`config.mk`:
```
export PLATFORM = sky130hd
export DESIGN_NAME = lf356_array
export DESIGN_NICKNAME = d
export VERILOG_FILES = /design/src/rtl/lf356_array.sv
export SDC_FILE = /design/constraint.sdc
export NUM_CORES = 1
export LEC_CHECK = 0
export CORE_MARGIN = 2
export CORE_UTILIZATION = 44
export DETAILED_ROUTE_END_ITERATION = 12
export GPL_ROUTABILITY_DRIVEN = 1
export PLACE_DENSITY_LB_ADDON = 0.3
export SKIP_LAST_GASP = 1
export SYNTH_ARGS = -nofsm -noshare
export SYNTH_HDL_FRONTEND = slang
export SYNTH_SLANG_ARGS = --single-unit
```
`constraint.sdc`:
```
create_clock -name CLK -period 5.35 [get_ports CLK]
set_input_delay 1.07 -clock CLK [delete_from_list [all_inputs] [get_ports CLK]]
set_output_delay 1.07 -clock CLK [all_outputs]
set_load 0.01 [all_outputs]
```
`src/rtl/lf356_array.sv`:
```
// Bank of slew-limited, rail-clamped op-amp channels (follower/difference).
// Optional per-channel input offset port under LF356_ARRAY_OFFSET_EN.
module lf356_array #(
    parameter int NCH  = 4,
    parameter int W    = 12,
    parameter int SLEW = 8
) (
    input  logic                CLK,
    input  logic                RST_N,
    input  logic                EN,
    input  logic [NCH-1:0]      MODE,
    input  logic [NCH*W-1:0]    PIN,
    input  logic [NCH*W-1:0]    NIN,
    input  logic [W-1:0]        PVSS,
    input  logic [W-1:0]        NVSS,
`ifdef LF356_ARRAY_OFFSET_EN
    input  logic [NCH*W-1:0]    OFFSET,
`endif
    output logic [NCH*W-1:0]    OUT,
    output logic [NCH-1:0]      SETTLED,
    output logic                RAIL_FAULT
);

    localparam logic [W-1:0]        STEP = W'(SLEW);
    localparam logic signed [W:0]   LIM  = (W+1)'(SLEW);

    logic [NCH-1:0][W-1:0] out_q, out_d;
    logic [NCH-1:0]        set_q, set_d;
    logic                  flt_q, flt_d;

    logic [W-1:0]          p, n, o;
    logic signed [W+1:0]   base, off, raw, hi, lo;
    logic signed [W-1:0]   tgt;
    logic signed [W:0]     dif;

    always_comb begin
        out_d = out_q;
        set_d = set_q;
        p     = '0;
        n     = '0;
        o     = '0;
        base  = '0;
        off   = '0;
        raw   = '0;
        tgt   = '0;
        dif   = '0;
        flt_d = $signed(NVSS) > $signed(PVSS);
        hi    = {{2{PVSS[W-1]}}, PVSS};
        lo    = {{2{NVSS[W-1]}}, NVSS};
        for (int i = 0; i < NCH; i++) begin
            p = PIN[i*W +: W];
            n = NIN[i*W +: W];
            o = out_q[i];
            if (MODE[i])
                base = {{2{p[W-1]}}, p} - {{2{n[W-1]}}, n};
            else
                base = {{2{p[W-1]}}, p};
`ifdef LF356_ARRAY_OFFSET_EN
            off = {{2{OFFSET[i*W+W-1]}}, OFFSET[i*W +: W]};
`else
            off = '0;
`endif
            raw = base + off;
            // Saturate into the rails; the result always fits in W bits.
            if (raw > hi)
                tgt = hi[W-1:0];
            else if (raw < lo)
                tgt = lo[W-1:0];
            else
                tgt = raw[W-1:0];
            dif = {tgt[W-1], tgt} - {o[W-1], o};
            if (dif > LIM)
                out_d[i] = o + STEP;
            else if (dif < -LIM)
                out_d[i] = o - STEP;
            else
                out_d[i] = tgt;
            set_d[i] = (out_d[i] == tgt);
        end
    end

    always_ff @(posedge CLK or negedge RST_N) begin
        if (!RST_N) begin
            out_q <= '0;
            set_q <= '0;
            flt_q <= 1'b0;
        end else begin
            flt_q <= flt_d;
            if (EN && !flt_d) begin
                out_q <= out_d;
                set_q <= set_d;
            end
        end
    end

    assign OUT        = out_q;
    assign SETTLED    = set_q;
    assign RAIL_FAULT = flt_q;

endmodule
```
# After elaboration in Yosys (flattened, before gate mapping)
# Cells that the tools add are included.
word_totals:
  elab_cells: 65
  register_bits: 53
classes:
  reduce_logical: 2
  n_addsub: 16
  muxes: 20
  n_eq_ne: 4
  n_lt_le_gt_ge: 17
op_table:
  columns: ["op", "n"]
  rows:
  - ["2-to-1 mux 12 bit", 16]
  - ["subtractor 12 x 12 -> 13 bit", 8]
  - ["> comparator 14 x 12 -> 1 bit", 4]
  - ["less-than comparator 14 x 12 -> 1 bit", 4]
  - ["2-to-1 mux 14 bit", 4]
  - ["> comparator 13 x 5 -> 1 bit (second input constant)", 4]
  - ["less-than comparator 13 x 4 -> 1 bit (second input constant)", 4]
  - ["adder 12 x 4 -> 12 bit (second input constant)", 4]
  - ["equality test 12 bit", 4]
  - ["subtractor 12 x 4 -> 12 bit (second input constant)", 4]
  - ["> comparator 12 bit", 1]
  - ["logical AND 1 bit", 1]
  - ["zero test 1 bit", 1]

# Depth between registers and ports, before layout
logic_depth:
  depth_word: 10
  mapped_depth: 36
  mapped_depth_nobuf: 33

# Worst setup path after synthesis
# No wires, ideal clock.
synth_path:
  path_kind: "input to register"
  start: "input NIN[26]"
  end: "register set_q[2] (netlist: SETTLED[2])"
  arrival_ps: 8504
  slack_ps: -3250
  cell_stages: 32
  cell_sequence: "inv_1 -> ha_1 -> nor2b_1 -> o31a_1 -> o31a_1 -> o211ai_1 -> a2111oi_0 -> nor3b_1 -> inv_1 -> ha_1 -> nand4_1 -> nor3_1 -> o31ai_1 -> a31oi_1 -> clkbuf_1 -> clkbuf_1 -> a211oi_1 -> a21oi_1 -> ha_1 -> inv_1 -> fa_1 -> a211o_1 -> and2_1 -> o31ai_1 -> nand2_1 -> or4_4 -> o31ai_4 -> mux4_1 -> a21bo_2 -> a32o_1 -> or4_1 -> o31ai_1"
synth_between:
  elab_chain_len: 10
synth_lines:
  columns: ["element", "line", "source"]
  rows:
  - ["start: declaration", "13", "input logic [NCH*W-1:0] NIN,"]
  - ["subtractor 12 x 12 -> 13 bit *", "55", "base = {{2{p[W-1]}}, p} - {{2{n[W-1]}}, n};"]
  - ["2-to-1 mux 14 bit *", "54", "if (MODE[i])"]
  - ["less-than comparator 14 x 12 -> 1 bit", "67", "else if (raw < lo)"]
  - ["2-to-1 mux 12 bit", "67", null]
  - ["2-to-1 mux 12 bit *", "65", "if (raw > hi)"]
  - ["subtractor 12 x 12 -> 13 bit", "71", "dif = {tgt[W-1], tgt} - {o[W-1], o};"]
  - ["less-than comparator 13 x 4 -> 1 bit", "74", "else if (dif < -LIM)"]
  - ["2-to-1 mux 12 bit", "74", null]
  - ["2-to-1 mux 12 bit", "72", "if (dif > LIM)"]
  - ["equality test 12 bit *", "78", "set_d[i] = (out_d[i] == tgt);"]
  - ["end signal: assignment", "91", "set_q <= set_d;"]
  - ["end: declaration", "28", "logic [NCH-1:0] set_q, set_d;"]
# Every way passes the cells marked *; elsewhere a longest branch is shown, timed or not.
# A chain may end at the register's enable or synchronous reset.

# Worst setup path in the final report
layout_path:
  start: "input NIN[19]"
  end: "register set_q[1] (netlist: SETTLED[1])"
# The elaborated chain is that of the path after synthesis.

==> flow_summary_export.csv <==
group,metric,value,unit
min_path,min_path_type,"reg2reg",
detailed_routing,wl_per_cell,22.7,um
synth,synth_area_leader_cell,"ha_1",
place,detailedPlace.worstSlack,-3530,ps
critical_path,r2r_cells,16,
sta,finalSetupViolCount,52,
power,irDropWorstVdd,0.000676,V
place,portBuffers,179,
sta,setup_tns,-114090,ps
global_route,grt_pass1_vias,20100,
sta,timing.final.ws_setup,-2950,ps
critical_path,worstSetupPathType,"in2reg",
detailed_routing,via_count,20800,
power,power_leakage,0.0115,uW
final_layout,final_cell_mix,"703 x buf_4, 153 x inv_1, 148 x ha_1, 120 x nor2_1, 119 x clkdlybuf4s50_1",
run_status,status,"complete, but fails checks",
global_route,grt_start_max_net_pins,54,
run_status,violations,"setup timing",
final_layout,final_core_util,81.6,%
place,place_congestion,0.991,
critical_path,crit_required,5560,ps
detailed_routing,drc,0,
sta,grt_setup_unrepaired,"yes",
place,dp.cells,3065,
global_route,globalRouteTotalUtil,37.1,%
synth,synthArstFlopShare,100,%
min_path,min_from,"SETTLED[3]$_DFFE_PN0P_",
global_route,antenna_found_initial,2,
cts,cts_sinks,53,
floorplanning,die_h,182,um
critical_path,startpoint_type,"input pin",
final_layout,antenna_cells,0,
final_layout,final_cells,3238,
min_path,holdPathEnd,"SETTLED[3]$_DFFE_PN0P_",
synth,netlist_area,14000,sq um
floorplanning,row_count,65,
detailed_routing,detail_route.vias_per_cell,6.42,
run,maxCapViolations,0,
critical_path,cpMostUsedCell,"buf_4",
synth,yosys.area.top_type_share,19.3,%
floorplanning,core_area,31500,sq um
cts,cts_buffer_depth,2,
floorplanning,die_w,182,um
critical_path,crit_arrival,8510,ps
synth,synth_seq_area_share,9.48,%
floorplanning,num_io_pins,180,
detailed_routing,drt_pass1_iterations,6,
synth,syn_nets,2268,
critical_path,reg2reg_to,"SETTLED[1]$_DFFE_PN0P_",
synth,synth_area_leaders,"ha_1 19%, dfrtp_1 9.5%, inv_1 5.0%, a21oi_1 4.5%, o21ai_0 4.5%",
sta,fin_crit,8300,ps
floorplanning,start_util,44.5,%
critical_path,end_kind,"flip-flop",
synth,synth.avg_cell_area,7.30,sq um
critical_path,rr_startpoint,"OUT[12]$_DFFE_PN0P_",
sta,fmax,0.121,GHz
cts,htreeDepth,2,
cts,worstSkewPairLatency,340,ps
sta,slew_headroom,41.9,%
cts,cts_made_buffers,5,
cts,clk_pin_slew_worst_paths,80,ps
sta,drv_slew,0,
synth,synth_cell_types,87,
place,hpwl,48.0,mm
cts,cts_root_buffer,"clkbuf_16",
cts,holdBufCountCts,0,
final_layout,final_layout_size_suffix_gt1_share,46.1,%
final_layout,layout-area-overhead-vs-synth,83.4,%
synth,syn_inst,1917,
synth,synth-edff-count,0,
critical_path,r2r_slack,580,ps
critical_path,slowest_stage,"a211oi_4",
synth,ys_dominant_reg_cell,"dfrtp_1",
sta,worstMarginPinSlew,872,ps
global_route,grt_pass1_wl,100,mm
final_layout,fin_nets,3186,
min_path,whs_path_depth,2,
sta,finalHoldViolCount,0,
final_layout,n_fill_cell,1826,
final_layout,mostFrequentLayoutCell,"buf_4",
critical_path,max_stage_delay,660,ps
final_layout,regArea,1330,sq um
final_layout,multi_input_area,15000,sq um
sta,fin_crit_sh,155,%
critical_path,path_delay_family,"compound AO/OA/AOI/OAI gates",
sta,clock_skew,23.7,ps
cts,cts_tree,"yes",
power,power.density,547,nW/um^2
critical_path,path_max_fanout,6,
detailed_routing,wl,73.5,mm
detailed_routing,ant_nets,0,
floorplanning,dieArea,33300,sq um
critical_path,critPathBufInv,7,
synth,ys_warn_count,0,
synth,synth-seq-cells,53,
global_route,grt.overflow.total,0,
detailed_routing,initialDrtViolationCount,1933,
-- area by class of cell --
cell class | count | share of cell area [%]
Clock buffer | 5 | 0.487
Clock inverter | 3 | 0.0829
Inverter | 191 | 2.97
Multi-Input combinational cell | 1623 | 58.4
Sequential cell | 53 | 5.17
Tap cell | 402 | 1.96
Timing Repair Buffer | 961 | 31.0
-- cells in the mapped netlist (all sizes together), types with 28 or more instances --
cell	number
nand3	65
mux2i	46
clkbuf	45
a21oi	127
nand2	132
a21o	32
dfrtp	53
ha	216
o21ai	128
a211oi	34
o31ai	35
nor3	65
inv	188
o21a	31
nor2	137
xnor2	51
o211ai	28
nor2b	46
-- sequential cells by signal, summed over array words and instances, names as in the netlist --
register and cells:
RAIL_FAULT 1, OUT 36, o 12, SETTLED 4
-- metrics by stage --
stage	hold WS (ps)	power [uW]	cell area, sq um
2_1_floorplan	511	6140	14900
3_3_place_gp	503	9690	21600
3_5_place_dp	512	9960	21600
4_1_cts	530	11800	24000
5_1_grt	522	14700	25700
6_report	519	14000	25700
-- worst register-to-register path: cells and delay by family, from the launching register on --
kind                       cells  cell delay [ps]
and+or+nand+nor                3              410
adders and majority gates      2              620
AOI/OAI and AO/OA              7             2430
xor gates and xnor gates       1              270
DFF                            1              450
buffers and inverters          3              450
-- timing repair --
action,CTS,global route
cloned,2,0
pin swaps,189,175
setup endpoints to repair,52,52
resized for setup,419,283
buffers inserted,110,68
-- worst max-delay path by stage --
stage | start | to | slack (ps) | cells past startpoint
global placement | NIN[1] | SETTLED[0]$_DFFE_PN0P_ | -3380 | 32
finish | NIN[19] | SETTLED[1]$_DFFE_PN0P_ | -2950 | 34
floorplan | NIN[26] | SETTLED[2]$_DFFE_PN0P_ | -2610 | 32
global route | NIN[19] | SETTLED[1]$_DFFE_PN0P_ | -3070 | 34
CTS | PIN[24] | SETTLED[2]$_DFFE_PN0P_ | -2730 | 35
detailed placement | NIN[1] | SETTLED[0]$_DFFE_PN0P_ | -3530 | 32
-- kinds of logic (layout without fill, tap and decap cells) --
group / after synthesis / in the layout / share of synthesized area (%)
AO/OA/AOI/OAI: 654 / 654 / 32.4
XOR/XNOR: 69 / 69 / 4.32
adder cells (fa/ha/maj): 224 / 224 / 20.5
buffers and inverters: 241 / 1160 / 6.56
flip-flops: 53 / 53 / 9.48
multiplexers: 65 / 65 / 4.93
AND/OR/NAND/NOR: 611 / 611 / 21.8
-- layer usage --
metal | track usage, % | share of wire, % | vias to the layer above
met1 | 42.5 | 34 | 9794
met4 | 21.0 | 8.3 | 4
li1 | - | - | 9128
met5 | 0 | 0.038 | -
met2 | 66.8 | 48 | 1366
met3 | 4.53 | 9.9 | 511
-- where the power goes --
part	total [uW]	internal [uW]	switching, uW
Sequential	894	555	338
Combinational	12800	6250	6520
Clock	378	176	202
No activity file was read; power rests on OpenSTA's default activity.
==> variant (config.mk and constraints unchanged) <==
Build with the macro `LF356_ARRAY_OFFSET_EN` defined.
--- a/src/rtl/lf356_array.sv
+++ b/src/rtl/lf356_array.sv
@@ -1,5 +1,7 @@
 // Bank of slew-limited, rail-clamped op-amp channels (follower/difference).
 // Optional per-channel input offset port under LF356_ARRAY_OFFSET_EN.
+`define LF356_ARRAY_OFFSET_EN
+
 module lf356_array #(
     parameter int NCH  = 4,
     parameter int W    = 12,
Interface: changed (added OFFSET); port bits go from 180 to 228. No check against the original RTL was run, so the function may have changed too.
==> variant against the original RTL <==
  * The flow still finishes with violations (setup timing)
  * Cell area increased by 12%
  * Sequential power about the same
  * Register-to-register slack improved by 0.42 ns
  * Sequential cell count unchanged
  * Utilization decreased by 3.0 points
  * Clock skew decreased by 0.011 ns
  * Setup slack got worse by 0.95 ns
  * Via count increased by 7.9%
  * Routed wire length increased by 2.6%
  * Power increased by 19%
  * Combinational power increased by 20%
  * Critical path depth increased by 11
  * Area after synthesis increased by 16%
==> variant: results (changes against the original RTL) <==
Status
  – Outcome: finished, violations left
  – Failing checks: setup timing

CTS
  – Clock latency on the worst-skew pair: 0.31 ns (-0.03 ns)

Logic synthesis
  – Synth top area cells: ha_1, dfrtp_1, inv_1, o21ai_0, nor2_1
  – Synth cell count leaders: ha_1, inv_1, nor2_1
  – Synth Instances: 2,267 (+18%)
  – Unique masters post-synth: 104 (+20%)
  – Sequential fraction of the synthesis area: 8.173% (-1.3 points)

GRT
  – Number of global-route vias before repair: 21,820 (+8.5%)
  – GR Util met2: 63.02% (-3.8 points)
  – GRT met3 Usage: 3.421% (-1.1 points)
  – First-pass GRT wire length: 108,600 µm (+8.4%)
  – Met1 usage in global routing: 41.43% (-1.1 points)

Layout
  – Share of cells above drive strength 1: 42.29% (-3.8 points)
  – Fillers: 2,460 (+35%)
  – Non-filler instance count after layout: 3,752 (+16%)
  – Nets: 3,749 (+18%)

Worst setup path
  – CP arrival: 9.46 ns (+0.95 ns)
  – RR Endpoint: SETTLED[0]
  – Crit-path slowest cell: fa_2
  – Worst-path fanout max: 5 (-1)
  – Slowest cell delay on critical path: 0.38 ns (-0.28 ns)
  – FF-to-FF setup slack: 1.00 ns (+0.42 ns)

Power
  – Max VDD drop: 0.2984 mV (-56%)
  – Leakage: 13.33 nW (+15%)

Routing
  – DR iter-0 viols: 1,661 (-14%)
  – Vias: 22,460 (+7.9%)
  – Routed WL per cell: 20.10 µm (-11%)

Placement
  – Detailed placement HPWL: 53,220 µm (+11%)
  – Placed Area: 24,390 µm² (+13%)

STA
  – Final worst slack: -3.900 ns (-0.9540 ns)
  – Worst hold slack: 0.5022 ns (-0.01636 ns)
  – Layout Skew: 0.01316 ns (-0.01059 ns)
  – # setup viols final: 52 (unchanged)

Hold path
  – Sink of the worst hold path: SETTLED[1]
==> variant: cell count changes after synthesis, sizes merged, moves of 19 or more <==
cell	before	now
o21ai	128	172
a21boi	7	26
nor2	137	201
ha	216	280
nand2	132	192
inv	188	246
a21oi	127	146
==> variant: worst max-delay path by stage <==
stage / from / end / slack (ns) / cells after the start
after global placement: NIN[1] / SETTLED[0] / -4.34 / 42
final: PIN[12] / SETTLED[1] / -3.90 / 45
after global routing: PIN[24] / SETTLED[2] / -4.29 / 43
after floorplan: NIN[26] / SETTLED[2] / -3.45 / 38
after CTS: PIN[24] / SETTLED[2] / -3.70 / 42
after detailed placement: NIN[1] / SETTLED[0] / -4.69 / 43
==> variant: logic make-up after synthesis <==
kind of cell	Yosys count	synth area share, %
XOR/XNOR	91	4.996
buffers and inverters	303	7.217
adder cells (fa/ha/maj)	292	23.07
flip-flops	53	8.173
AND/OR/NAND/NOR	751	22.64
AO/OA/AOI/OAI	718	30.02
multiplexers	59	3.878
==> variant: through the flow <==
stage          worst slack (ns)  TNS (ns)
2_1_floorplan            -3.453   -141.74
4_1_cts                  -3.696   -167.45
5_1_grt                  -4.290   -191.98
6_report                 -3.900   -176.68
3_5_place_dp             -4.694   -216.85
3_3_place_gp             -4.336   -205.08
==> variant: layout make-up <==
| cell class | instances | area [µm²] | area share, % |
|---|---|---|---|
| Antenna cell | 2 | 5.005 | 0.01748 |
| Clock buffer | 7 | 142.6 | 0.4982 |
| Inverter | 247 | 979.7 | 3.422 |
| Multi-Input combinational cell | 1913 | 16760 | 58.54 |
| Sequential cell | 53 | 1326 | 4.633 |
| Tap cell | 468 | 585.6 | 2.045 |
| Timing Repair Buffer | 1062 | 8831 | 30.85 |
==> variant: repair_timing <==
item                                    4_1_cts  5_1_grt
endpoints found under the setup margin       52       52
pin swaps                                   241      240
setup buffers                               136       86
resized for setup                           392      290
hold buffers                                  0        0
cloned                                        4        1
==> variant: where the power goes <==
| group | internal (W) | switching [W] | total (W) |
|---|---|---|---|
| Sequential | 0.000560 | 0.000333 | 0.000893 |
| Clock | 0.000185 | 0.000166 | 0.000351 |
| Combinational | 0.00772 | 0.00768 | 0.0154 |
| Total | 0.00846 | 0.00818 | 0.0166 |
==> variant: layer usage <==
metal  vias to the layer above  wire length, µm
met1                     10740            29190
met5                         -                0
met2                      1021            37810
met4                         0             3845
met3                       274             4561
li1                      10420                -
==> variant: worst min-delay path, stage by stage (launching register included) <==
cell and delay [ns]:
dfrtp_1 0.35, nand2_1 0.06, o31ai_1 0.06
